File: config.mk
export PLATFORM = sky130hd
export DESIGN_NAME = jtag_tap_driver
export DESIGN_NICKNAME = d
export VERILOG_FILES = /design/src/rtl/jtag_tap_driver.sv
export SDC_FILE = /design/constraint.sdc
export NUM_CORES = 1
export LEC_CHECK = 0
export ABC_AREA = 0
export CELL_PAD_IN_SITES_DETAIL_PLACEMENT = 1
export CELL_PAD_IN_SITES_GLOBAL_PLACEMENT = 1
export CORE_ASPECT_RATIO = 0.7
export CORE_MARGIN = 2
export CORE_UTILIZATION = 26
export DETAILED_ROUTE_END_ITERATION = 8
export DONT_BUFFER_PORTS = 1
export PLACE_DENSITY = 0.56
export SYNTH_ARGS = -nofsm -noshare
export SYNTH_HDL_FRONTEND = slang
export SYNTH_SLANG_ARGS = --single-unit
File: constraint.sdc
create_clock -name clk_i -period 2.7 [get_ports clk_i]
set_input_delay 0.27 -clock clk_i [delete_from_list [all_inputs] [get_ports clk_i]]
set_output_delay 0.27 -clock clk_i [all_outputs]
set_load 0.05 [all_outputs]
File: src/rtl/jtag_tap_driver.sv
// JTAG master that drives the debug TAP of a target from a valid/ready scan-request port.
// After reset it walks the TAP through Test-Logic-Reset into Run-Test/Idle. Each request is
// then run as one complete IR or DR scan that starts and ends in Run-Test/Idle.
// TCK is free-running. TMS and TDI change only when TCK falls, and TDO is sampled only when
// TCK rises.
module jtag_tap_driver #(
    parameter int unsigned MAX_LEN = 64,
    parameter int unsigned CLK_DIV = 4,
    parameter int unsigned LEN_W   = $clog2(MAX_LEN) + 1
) (
    input  logic               clk_i,
    input  logic               rst_i,
    input  logic               req_valid_i,
    output logic               req_ready_o,
    input  logic               req_ir_i,
    input  logic [LEN_W-1:0]   req_len_i,
    input  logic [MAX_LEN-1:0] req_data_i,
    output logic               rsp_valid_o,
    output logic [MAX_LEN-1:0] rsp_data_o,
    output logic               tck_o,
    output logic               tms_o,
    output logic               tdi_o,
    output logic               trst_no,
    input  logic               tdo_i
);

    localparam int unsigned DivW = (CLK_DIV > 1) ? $clog2(CLK_DIV) : 1;
    localparam int unsigned IdxW = (MAX_LEN > 1) ? $clog2(MAX_LEN) : 1;

    localparam logic [DivW-1:0]  DivLast = DivW'(CLK_DIV - 1);
    localparam logic [LEN_W-1:0] LenMax  = LEN_W'(MAX_LEN);
    localparam logic [LEN_W-1:0] LenOne  = LEN_W'(1);
    // This is the number of TMS=1 cycles that force the TAP into Test-Logic-Reset.
    localparam logic [2:0]       TlrOnes = 3'd5;

    typedef enum logic [2:0] {
        StTlrSeq,
        StIdle,
        StPre,
        StShift,
        StPost,
        StDone
    } state_e;

    state_e             state_q, state_d;
    logic [DivW-1:0]    div_q, div_d;
    logic               tck_q, tck_d;
    logic               tms_q, tms_d;
    logic               tdi_q, tdi_d;
    logic               trst_q, trst_d;
    logic               ir_q, ir_d;
    logic [LEN_W-1:0]   len_q, len_d;
    logic [MAX_LEN-1:0] data_q, data_d;
    logic [MAX_LEN-1:0] rsp_q, rsp_d;
    logic [LEN_W-1:0]   bit_q, bit_d;
    logic [2:0]         step_q, step_d;

    logic               div_tc;
    logic               tck_fall;
    logic               tck_rise;
    logic               last_bit;
    logic [2:0]         pre_len;
    logic [IdxW-1:0]    bit_idx;
    logic [LEN_W-1:0]   req_len_clamped;

    // Decode the TCK edges one clk_i cycle ahead, plus the shift-position helpers.
    always_comb begin
        div_tc          = (div_q == DivLast);
        tck_fall        = div_tc & tck_q;
        tck_rise        = div_tc & ~tck_q;
        last_bit        = (bit_q == (len_q - LenOne));
        // An IR scan needs one extra Select-IR step before it reaches Capture-IR.
        pre_len         = ir_q ? 3'd4 : 3'd3;
        bit_idx         = bit_q[IdxW-1:0];
        req_len_clamped = (req_len_i > LenMax) ? LenMax : req_len_i;
    end

    // Next-state logic: the TCK divider and the scan sequencer.
    always_comb begin
        state_d = state_q;
        div_d   = div_tc ? '0 : div_q + DivW'(1);
        tck_d   = div_tc ? ~tck_q : tck_q;
        tms_d   = tms_q;
        tdi_d   = tdi_q;
        trst_d  = 1'b1;
        ir_d    = ir_q;
        len_d   = len_q;
        data_d  = data_q;
        rsp_d   = rsp_q;
        bit_d   = bit_q;
        step_d  = step_q;

        unique case (state_q)
            StTlrSeq: begin
                // step_q counts rising edges. Present five ones, then a single zero.
                if (tck_fall) begin
                    tms_d = (step_q < TlrOnes);
                end
                if (tck_rise) begin
                    if (step_q == TlrOnes) begin
                        state_d = StIdle;
                        step_d  = '0;
                    end else begin
                        step_d = step_q + 3'd1;
                    end
                end
            end

            StIdle: begin
                if (req_valid_i) begin
                    ir_d   = req_ir_i;
                    len_d  = req_len_clamped;
                    data_d = req_data_i;
                    rsp_d  = '0;
                    bit_d  = '0;
                    step_d = '0;
                    state_d = (req_len_clamped == '0) ? StDone : StPre;
                end
            end

            StPre: begin
                // step_q counts the TMS values already presented. Rising edges that occur
                // before the first presented value only keep the TAP in Run-Test/Idle.
                if (tck_fall && (step_q < pre_len)) begin
                    tms_d  = (step_q == 3'd0) || (ir_q && (step_q == 3'd1));
                    step_d = step_q + 3'd1;
                end
                if (tck_rise && (step_q == pre_len)) begin
                    state_d = StShift;
                    step_d  = '0;
                    bit_d   = '0;
                end
            end

            StShift: begin
                if (tck_fall) begin
                    tdi_d = data_q[bit_idx];
                    tms_d = last_bit;
                end
                if (tck_rise) begin
                    rsp_d[bit_idx] = tdo_i;
                    if (last_bit) begin
                        state_d = StPost;
                        step_d  = '0;
                    end else begin
                        bit_d = bit_q + LenOne;
                    end
                end
            end

            StPost: begin
                // Exit1 -> Update (TMS=1) -> Run-Test/Idle (TMS=0).
                if (tck_fall && (step_q < 3'd2)) begin
                    tms_d  = (step_q == 3'd0);
                    step_d = step_q + 3'd1;
                end
                if (tck_rise && (step_q == 3'd2)) begin
                    state_d = StDone;
                    step_d  = '0;
                end
            end

            StDone: begin
                state_d = StIdle;
            end

            default: begin
                state_d = StTlrSeq;
            end
        endcase
    end

    // State register. A reset aborts any scan in flight and restarts the TLR walk.
    always_ff @(posedge clk_i) begin
        if (rst_i) begin
            state_q <= StTlrSeq;
            div_q   <= '0;
            tck_q   <= 1'b0;
            tms_q   <= 1'b1;
            tdi_q   <= 1'b0;
            trst_q  <= 1'b0;
            ir_q    <= 1'b0;
            len_q   <= '0;
            data_q  <= '0;
            rsp_q   <= '0;
            bit_q   <= '0;
            step_q  <= '0;
        end else begin
            state_q <= state_d;
            div_q   <= div_d;
            tck_q   <= tck_d;
            tms_q   <= tms_d;
            tdi_q   <= tdi_d;
            trst_q  <= trst_d;
            ir_q    <= ir_d;
            len_q   <= len_d;
            data_q  <= data_d;
            rsp_q   <= rsp_d;
            bit_q   <= bit_d;
            step_q  <= step_d;
        end
    end

    // Output mapping. Every output comes straight from a register or a state decode.
    always_comb begin
        req_ready_o = (state_q == StIdle);
        rsp_valid_o = (state_q == StDone);
        rsp_data_o  = rsp_q;
        tck_o       = tck_q;
        tms_o       = tms_q;
        tdi_o       = tdi_q;
        trst_no     = trst_q;
    end

endmodule

# Yosys cells after proc, flatten, opt, wreduce, memory -nomap -nowiden
# Cells that the tools add are included.
[word_totals]
reg_bits = 155
inputBits = 76
out_inout_bits = 70
[op_classes]
n_addsub = 4
n_lt_le_gt_ge = 6
n_eq_ne = 25
muxes = 40
bitwise_logic = 3
reduce_logical = 22
[op_table]
columns = ["op", "count"]
rows = [
  ["64-bit 2-to-1 mux", 2],
  ["64-bit one-hot mux with 2 select lines", 1],
  ["64-bit bitwise mux", 1],
  ["3-bit 2-to-1 mux", 18],
  ["7-bit 2-to-1 mux", 5],
  ["2-bit inequality test (second input constant)", 12],
  ["7-bit one-hot mux with 3 select lines", 1],
  ["3-bit one-hot mux with 6 select lines", 1],
  ["3-bit one-hot mux with 5 select lines", 1],
  ["7-bit AND reduction", 2],
  ["5-bit AND reduction", 2],
  ["3-bit by 2-bit == test with 1-bit output (second input constant)", 3],
  ["3-bit == test (second input constant)", 3],
  ["7-bit by 1-bit adder with 7-bit output (second input constant)", 1],
  ["7-bit == test", 1],
  ["7-bit greater-than comparator (second input constant)", 1],
  ["7-bit logical NOT", 1],
  ["6-bit by 7-bit < comparator with 1-bit output (second input constant)", 1],
  ["1-bit 2-to-1 mux", 7],
  ["7-bit by 1-bit subtractor with 7-bit output (second input constant)", 1],
  ["1-bit binary-select mux with 6-bit select", 1],
  ["1-bit demux with 6-bit select", 1],
  ["3-bit by 1-bit == test with 1-bit output (second input constant)", 2],
  ["6-bit by 1-bit greater-or-equal comparator with 1-bit output (second input constant)", 1],
  ["other kinds (21)", 30],
]

# Logic depth before layout (Yosys ltp)
# Gate-level depths: netlist (run 1).
[logic_depth]
depth_word = 7
mapped_depth = 9
depth_no_buf = 8

# Worst setup path after synthesis (run 1)
# OpenSTA, ideal clock, no wires.
[synth_path]
path_kind = "register -> register"
startpoint = "reg state_q[1]"
endpoint = "reg len_q[2]"
arrival_ns = 2.346
setup_slack_ns = 0.284
stages_incl_launch_ff = 9
path_buffers = 3
period_less_slack_ns = 2.416
cell_sequence = "dfxtp_1 > clkbuf_1 > nand2b_1 > nor2_1 > and2_1 > clkbuf_1 > clkbuf_1 > nand3b_1 > a21oi_1"
[synth_via]
elab_chain_cells = 2
[synth_rtl]
columns = ["item", "line", "rtl"]
rows = [
  ["from (decl)", "45", "state_e state_q, state_d;"],
  ["from (signal assigned)", "176", "state_q <= StTlrSeq;"],
  ["from (signal assigned)", "189", "state_q <= state_d;"],
  ["3-bit by 1-bit == test with 1-bit output", "n/a", ""],
  ["via req_ready_o", "14", "output logic req_ready_o,"],
  ["2-bit AND reduction (no source line)", "n/a", ""],
  ["to (signal assigned)", "196", "len_q <= len_d;"],
  ["to (decl)", "52", "logic [LEN_W-1:0] len_q, len_d;"],
]
# The timed path passes the listed nets, and every way through them passes these cells.
# A chain may end at the register's enable or synchronous reset.

# Worst setup path in the final report (run 1)
[layout_path]
startpoint = "reg state_q[1]"
endpoint = "reg data_q[16]"
[layout_via]
elab_chain_cells = 2
[layout_rtl]
columns = ["item", "line", "rtl"]
rows = [
  ["3-bit by 1-bit == test with 1-bit output", "93", "unique case (state_q)"],
  ["2-bit AND reduction (no source line)", "n/a", ""],
  ["to (signal assigned)", "197", "data_q <= data_d;"],
  ["to (decl)", "53", "logic [MAX_LEN-1:0] data_q, data_d;"],
]
# No other way between the ends.

==> impl_summary.txt, run 1 <==
----------------------------------------------------
[Place]
  Post-Place Cells ... 1326
  Number of port buffers ... 0
  Placer congestion estimate ... 0.813
  Sum of net half-perimeters after detailed placement ... 19100 um

[Global route]
  GRT Util Overall ... 18.9%
  Initial antenna violation count ... 0
  Total overflow reported by the global router ... 0
  Vias in the first global route ... 7034
  Global-route wire length before repair ... 43400 um
  Maximum number of pins on one net before global-route repair ... 148

[Synth]
  Area share of xor/xnor cells in the synthesized design ... 1.13%
  Post-synth cell types ... 67
  Compound-Gate Fraction of Synth Area ... 27.8%
  Most instantiated flip-flop cell in the synthesis netlist ... sky130_fd_sc_hd__dfxtp_1
  Synth area leaders ... sky130_fd_sc_hd__dfxtp_1 (42%), sky130_fd_sc_hd__a21oi_1 (15%), sky130_fd_sc_hd__nand2_1 (11%), sky130_fd_sc_hd__o21ai_0 (5.8%), sky130_fd_sc_hd__clkbuf_1 (3.6%)
  Asr flop ratio synth ... 0%
  Adder-cell share of the synthesized area ... 1.68%
  Summed instance area of the synthesized netlist ... 7450 sq um
  Warnings, synthesis ... 0
  Synthesized flop and latch total ... 155
  Sequential cell area fraction in the yosys report ... 41.7%
  EDFF count, synth ... 0
  Mean post-synth cell area ... 7.58 sq um
  Synthesized-area fraction occupied by and/or/nand/nor cells ... 19.6%
  Cells after synthesis ... 983
  Main combinational cell family by area after synthesis ... compound AO/OA/AOI/OAI gates
  Mapped Nets ... 1069
  Most area-hungry cell type in the Yosys netlist ... sky130_fd_sc_hd__dfxtp_1
  Share of Yosys cell area claimed by the top area cell type ... 41.7%
  Post-synthesis mux area share ... 3.38%

[Power and ir drop]
  Cell area power density ... 528 nW/um^2
  Switching share of total power ... 25.2%
  Combinational share of power ... 3.7%
  Maximum vdd ir drop ... 424 uV
  Part of the total power dissipated in sequential elements ... 46.6%
  Net switching power figure ... 1.25 mW
  Part of the total power dissipated in the clock network ... 49.6%
  Leakage power ... 3.21 nW
  Post-layout power ... 4.94 mW
  Internal Power ... 3.69 mW

[Min path]
  Hold Startpoint ... req_data_i[29]
  Worst Hold Depth ... 2
  Path class of the lowest-slack min-delay path ... primary input to flip-flop
  Worst hold path endpoint ... data_q[29]

[Clocking]
  Clock transition at the registers of the reported paths ... 70 ps
  Number of setup buffers added after CTS ... 0
  H-tree depth reported by CTS ... 4
  Root buffer cell ... sky130_fd_sc_hd__clkbuf_16
  Number of buffers on the longest clock path ... 2
  Clock tree from TritonCTS ... done
  Clk_lat worst skew ... 450 ps
  Number of buffers inserted during clock tree synthesis ... 17
  Number of sinks driven by the clock tree ... 155

[Detailed routing]
  Number of nets still failing antenna checks after routing ... 0
  Initial DRT Pass Iterations ... 5
  Routed met1 length ... 15000 um
  Vias ... 7362
  Final wirelength ... 29400 um
  WL/cell ... 20.6 um
  DRC violation total after the first TritonRoute iteration ... 503
  DRC violations left ... 0
  Wire length on met3 ... 1190 um
  Highest metal layer used by the detailed router ... met4
  Via density ... 5.17
  Routed length on met2 ... 13000 um

[Layout]
  Count of placed standard cells in the final layout, fillers left out ... 1423
  Fraction of layout cells with a size suffix above 1 ... 11.3%
  Layout area overhead ... 25.6%
  Number of inserted diodes ... 0
  Number of filler instances in the final layout ... 3335
  Count of nets after finishing ... 1125

[STA]
  Final period utilization ... 95.1%
  Sum of negative setup slack ... 0 ps
  Max-slew violation count ... 0
  Final clock skew ... 12.1 ps
  Time the worst path needs with I/O delays and setup ... 2570 ps
  Worst-case headroom to the max-slew limit ... 57.7%
  Max Fclk ... 390 MHz
  # setup viols final ... 0
  Slew at the pin with the worst max-slew slack ... 633 ps
  Final hold viol count ... 0

[Worst setup path]
  Depth of the worst register-to-register path ... 7
  Type of element capturing the critical path ... flip-flop
  Worst reg2reg path startpoint ... state_q[1]
  Crit path arrival time ... 2950 ps
  Worst Path Required ... 3090 ps
  Crit path kind ... flip-flop to flip-flop
  R2R Path End ... data_q[16]
  Worst-path fanout max ... 72
  Crit start category ... flip-flop
  Internal reg-to-reg setup slack ... 130 ps

[Floorplanning]
  Die Footprint ... 30000 sq um
  Die extent in x ... 206 um
  Starting density of the core ... 26.6%
  I/O pin count ... 146
  Placement row count ... 51
  Standard cell core area ... 28000 sq um
  Vertical die dimension ... 146 um

[Run]
  Max-Cap Viols ... 0

[Status]
  Result of the run ... finished, final reports clean

----------------------------------------------------
## power by group through the flow
stage / Clock [mW] / Sequential (mW) / Combinational, mW
6_report: 2.45 / 2.30 / 0.184
5_1_grt: 2.62 / 2.30 / 0.200
4_1_cts: 2.51 / 2.30 / 0.0764
3_5_place_dp: 0 / 2.36 / 0.0641
3_3_place_gp: 0 / 2.36 / 0.0632
2_1_floorplan: 0 / 2.36 / 0.0698
## cell usage in the layout, fill, tap and decap left out, types with 11 or more instances in the layout
cell	n
sky130_fd_sc_hd__a21oi_1	217
sky130_fd_sc_hd__mux2_2	11
sky130_fd_sc_hd__nand2_1	221
sky130_fd_sc_hd__dfxtp_1	154
sky130_fd_sc_hd__dlygate4sd3_1	63
sky130_fd_sc_hd__nor2_1	25
sky130_fd_sc_hd__clkbuf_16	17
sky130_fd_sc_hd__nor2b_1	13
sky130_fd_sc_hd__o21ai_0	86
sky130_fd_sc_hd__buf_4	47
## what timing repair did
action                                 CTS  global route
setup endpoints to repair                0             6
resized for setup                        0             7
hold buffers                            10            55
endpoints found under the hold margin  144            76
## logic make-up after synthesis
| family | Yosys count |
|---|---|
| AO/OA/AOI/OAI | 366 |
| AND/OR/NAND/NOR | 331 |
| flip-flops | 155 |
| buffers and inverters | 93 |
| multiplexers | 20 |
| adder cells (fa/ha/maj) | 10 |
| XOR/XNOR | 8 |
## per-layer routing
layer / vias up / GRT usage (%)
met5: - / 0
met4: 0 / 4.21
met3: 20 / 4.70
met2: 137 / 27.5
met1: 3638 / 27.9
li1: 3567 / -
## critical path: stages (launching register included)
cell and delay, ps:
sky130_fd_sc_hd__dfxtp_1 610, sky130_fd_sc_hd__nand2b_1 310, sky130_fd_sc_hd__nor2_1 130, sky130_fd_sc_hd__nand2_2 120, sky130_fd_sc_hd__clkbuf_8 410, sky130_fd_sc_hd__nand2_1 100
sky130_fd_sc_hd__a21oi_1 160, sky130_fd_sc_hd__dlygate4sd3_1 570
## state kept, by name, indices dropped and copies added, names as in the netlist
name and cells:
bit_q 7, data_q 64, div_q 2, ir_q 1
len_q 7, rsp_data_o 64, state_q 3, step_q 3
tck_o 1, tdi_o 1, tms_o 1, trst_no 1
## how the worst max path moves through the flow
stage                    start  cells past startpoint          to  slack [ps]
floorplan           state_q[1]                      8    len_q[2]         280
global route        state_q[1]                      7  data_q[16]         -20
global placement      len_q[0]                      8  state_q[1]         290
finish              state_q[1]                      7  data_q[16]         130
CTS                 state_q[1]                      7    len_q[2]          20
detailed placement    len_q[0]                      8  state_q[1]         180
## Yosys cell counts (7+ instances only)
cell type / count
sky130_fd_sc_hd__nor2b_1: 13
sky130_fd_sc_hd__clkbuf_1: 71
sky130_fd_sc_hd__inv_1: 10
sky130_fd_sc_hd__nand3_1: 11
sky130_fd_sc_hd__nand3b_1: 9
sky130_fd_sc_hd__dfxtp_1: 155
sky130_fd_sc_hd__ha_1: 10
sky130_fd_sc_hd__nor3_1: 12
sky130_fd_sc_hd__o21ai_0: 86
sky130_fd_sc_hd__nand2b_1: 7
sky130_fd_sc_hd__a22oi_1: 7
sky130_fd_sc_hd__nor2_1: 25
sky130_fd_sc_hd__a21oi_1: 217
sky130_fd_sc_hd__nand2_1: 223
sky130_fd_sc_hd__mux2_2: 11
## metrics by stage
stage | util, % | setup slack [ps] | hold WS [ps] | area (sq um)
3_3_place_gp | 28.8 | 289 | 363 | 8070
3_5_place_dp | 28.8 | 182 | 365 | 8070
6_report | 33.4 | 133 | 1.91 | 9360
4_1_cts | 31.2 | 21.1 | -113 | 8750
2_1_floorplan | - | 284 | 404 | 7450
5_1_grt | 33.4 | -19.9 | -5.27 | 9360
## area by class of cell
| class | count | area (sq um) | share of cell area (%) |
|---|---|---|---|
| Tap cell | 371 | 464 | 4.96 |
| Clock inverter | 15 | 158 | 1.68 |
| Timing Repair Buffer | 117 | 1120 | 12.0 |
| Multi-Input combinational cell | 735 | 4030 | 43.1 |
| Clock buffer | 17 | 425 | 4.55 |
| Sequential cell | 155 | 3100 | 33.2 |
| Inverter | 13 | 52.6 | 0.562 |
Note: power is estimated with default switching activity, not from simulation.
==> run 2, diff against run 1 <==
--- a/config.mk
+++ b/config.mk
@@ -13,6 +13,7 @@
 export CORE_UTILIZATION = 26
 export DETAILED_ROUTE_END_ITERATION = 8
 export DONT_BUFFER_PORTS = 1
+export GPL_TIMING_DRIVEN = 1
 export PLACE_DENSITY = 0.56
 export SYNTH_ARGS = -nofsm -noshare
 export SYNTH_HDL_FRONTEND = slang
==> results of run 2 <==
The final DEF is identical to that of run 1; final timing and power are the same.
==> run 3, diff against run 2 <==
--- a/config.mk
+++ b/config.mk
@@ -11,6 +11,7 @@
 export CORE_ASPECT_RATIO = 0.7
 export CORE_MARGIN = 2
 export CORE_UTILIZATION = 26
+export CTS_BUF_LIST = sky130_fd_sc_hd__clkbuf_2 sky130_fd_sc_hd__clkbuf_4 sky130_fd_sc_hd__clkbuf_8
 export DETAILED_ROUTE_END_ITERATION = 8
 export DONT_BUFFER_PORTS = 1
 export GPL_TIMING_DRIVEN = 1
==> run 3 against run 2 <==
Setup slack improved by 77 ps. Routed wire length about the same. First-iteration DRC count up 6.2%. Total power shrank 12%. Flip-flop and latch count did not move. Sequential share of layout area rose by 0.13 points. Sequential power about the same. Fmax is 3.1% higher. Largest power group is now registers. Highest routed layer unchanged.
==> impl_summary.txt, run 3 (same netlist as run 1, synthesis figures left out) <==
----------------------------------------------------
[STA]
  Worst-case headroom to the max-slew limit ... 56.6%
  Max Fclk ... 401 MHz
  Final period utilization ... 92.2%
  # setup viols final ... 0
  RSZ-0062 raised after global routing ... no
  Worst hold margin ... 24.0 ps
  Final clock skew ... 21.4 ps
  Final hold viol count ... 0
  Slew at the pin with the worst max-slew slack ... 652 ps
  Worst-case setup margin in the final layout ... 209 ps
  Max-slew violation count ... 0
  Sum of negative setup slack ... 0 ps
  Time the worst path needs with I/O delays and setup ... 2490 ps

[Worst setup path]
  Crit path kind ... flip-flop to flip-flop
  Slowest library cell on the worst path ... sky130_fd_sc_hd__dlygate4sd3_1
  Crit start category ... flip-flop
  Largest incremental delay on the critical path ... 580 ps
  Crit path arrival time ... 2930 ps
  Buf+Inv Stages, Crit Path ... 2
  Worst Path Required ... 3140 ps
  Type of element capturing the critical path ... flip-flop
  Cell family with the largest share of critical-path delay ... simple AND/OR/NAND/NOR gates
  Worst-path fanout max ... 72
  Series of cell instances along the critical path ... nand2b_1 > nor2_1 > and2_2 > buf_12 > nand2_1 > a21oi_1 > dlygate4sd3_1

[Clocking]
  Clk_lat worst skew ... 500 ps
  Clock transition at the registers of the reported paths ... 100 ps
  Number of buffers on the longest clock path ... 2
  H-tree depth reported by CTS ... 4
  Clock tree from TritonCTS ... done
  Number of setup buffers added after CTS ... 0
  Root buffer cell ... sky130_fd_sc_hd__clkbuf_8
  Number of sinks driven by the clock tree ... 155
  Number of buffers inserted during clock tree synthesis ... 17

[Layout]
  Count of nets after finishing ... 1143
  Number of inserted diodes ... 0
  Most common cell after layout, fill and taps aside ... sky130_fd_sc_hd__nand2_1
  Fraction of layout cells with a size suffix above 1 ... 11.2%
  Commonest cells after routing, fill and taps aside ... sky130_fd_sc_hd__nand2_1 (221), sky130_fd_sc_hd__a21oi_1 (217), sky130_fd_sc_hd__dfxtp_1 (152)
  Share of the core filled with cells ... 33.3%
  Layout area overhead ... 25.2%

[Place]
  Post-placement setup slack ... 182 ps
  Number of port buffers ... 0
  Placer congestion estimate ... 0.813
  Sum of net half-perimeters after detailed placement ... 19100 um

[Power and ir drop]
  Post-layout power ... 4.34 mW
  Cell area power density ... 465 nW/um^2
  Leakage power ... 3.19 nW
  Maximum vdd ir drop ... 318 uV

[Global route]
  Vias in the first global route ... 6983
  Global-route wire length before repair ... 43200 um
  Maximum number of pins on one net before global-route repair ... 148
  Total overflow reported by the global router ... 0
  Initial antenna violation count ... 0
  GRT Util Overall ... 18.8%

[Floorplanning]
  Standard cell core area ... 28000 sq um
  Die Footprint ... 30000 sq um
  Die extent in x ... 206 um
  Starting density of the core ... 26.6%
  Vertical die dimension ... 146 um
  Placement row count ... 51
  I/O pin count ... 146

[Detailed routing]
  DRC violations left ... 0
  Via density ... 5.14
  Number of nets still failing antenna checks after routing ... 0
  DRC violation total after the first TritonRoute iteration ... 534
  Final wirelength ... 29400 um
  Initial DRT Pass Iterations ... 5
  WL/cell ... 20.4 um
  Vias ... 7407

[Status]
  Result of the run ... finished, final reports clean

[Min path]
  Path class of the lowest-slack min-delay path ... primary input to flip-flop

[Run]
  Max-Cap Viols ... 0

----------------------------------------------------
[run 3: metrics by stage]
stage | std cells | instance area [sq um]
detailed placement | 1326 | 8070
global placement | 1326 | 8070
CTS | 1368 | 8560
floorplan | 983 | 7450
global route | 1441 | 9330
finish | 1441 | 9330
[run 3: routing by layer]
layer	vias up	GRT usage (%)	share of wire [%]	wire (um)
met1	3624	27.8	50	14800
met2	168	27.1	44	13000
met3	15	4.93	4.8	1400
met5	-	0	0	0
li1	3600	-	-	-
met4	0	4.36	0.64	188
[run 3: timing repair]
action                     CTS  global route
hold buffers                10            73
hold endpoints to repair   144           138
setup endpoints to repair    0             6
resized for setup            0             8
[run 3: worst reg2reg max path, stage by stage, from the launching register on]
cell                            delay, ps
sky130_fd_sc_hd__dfxtp_1              550
sky130_fd_sc_hd__nand2b_1             240
sky130_fd_sc_hd__nor2_1               270
sky130_fd_sc_hd__and2_2               220
sky130_fd_sc_hd__buf_12               250
sky130_fd_sc_hd__nand2_1              200
sky130_fd_sc_hd__a21oi_1              140
sky130_fd_sc_hd__dlygate4sd3_1        580
[run 3: worst paths after layout]
check        startpoint         end  slack (ps)  cells after the start
max          state_q[0]  data_q[16]         210                      7
max reg2reg  state_q[0]  data_q[16]         210                      7
min               rst_i     trst_no          20                      1
min reg2reg   data_q[2]   data_q[2]         460                      2
[run 3: layout make-up]
type / instances / area [sq um]
sequential: 155 / 3110
tap: 371 / 464
clock inverter: 15 / 158
clock buffer: 17 / 234
inverter: 13 / 52.6
multi-input combinational: 735 / 4030
timing repair buffer: 135 / 1280
fill: 3341 / 18700
[run 3: where the power goes]
group	internal, mW	switching (mW)
registers	2.29	0.0110
clock network	0.764	1.08
logic	0.108	0.0913
total	3.16	1.18
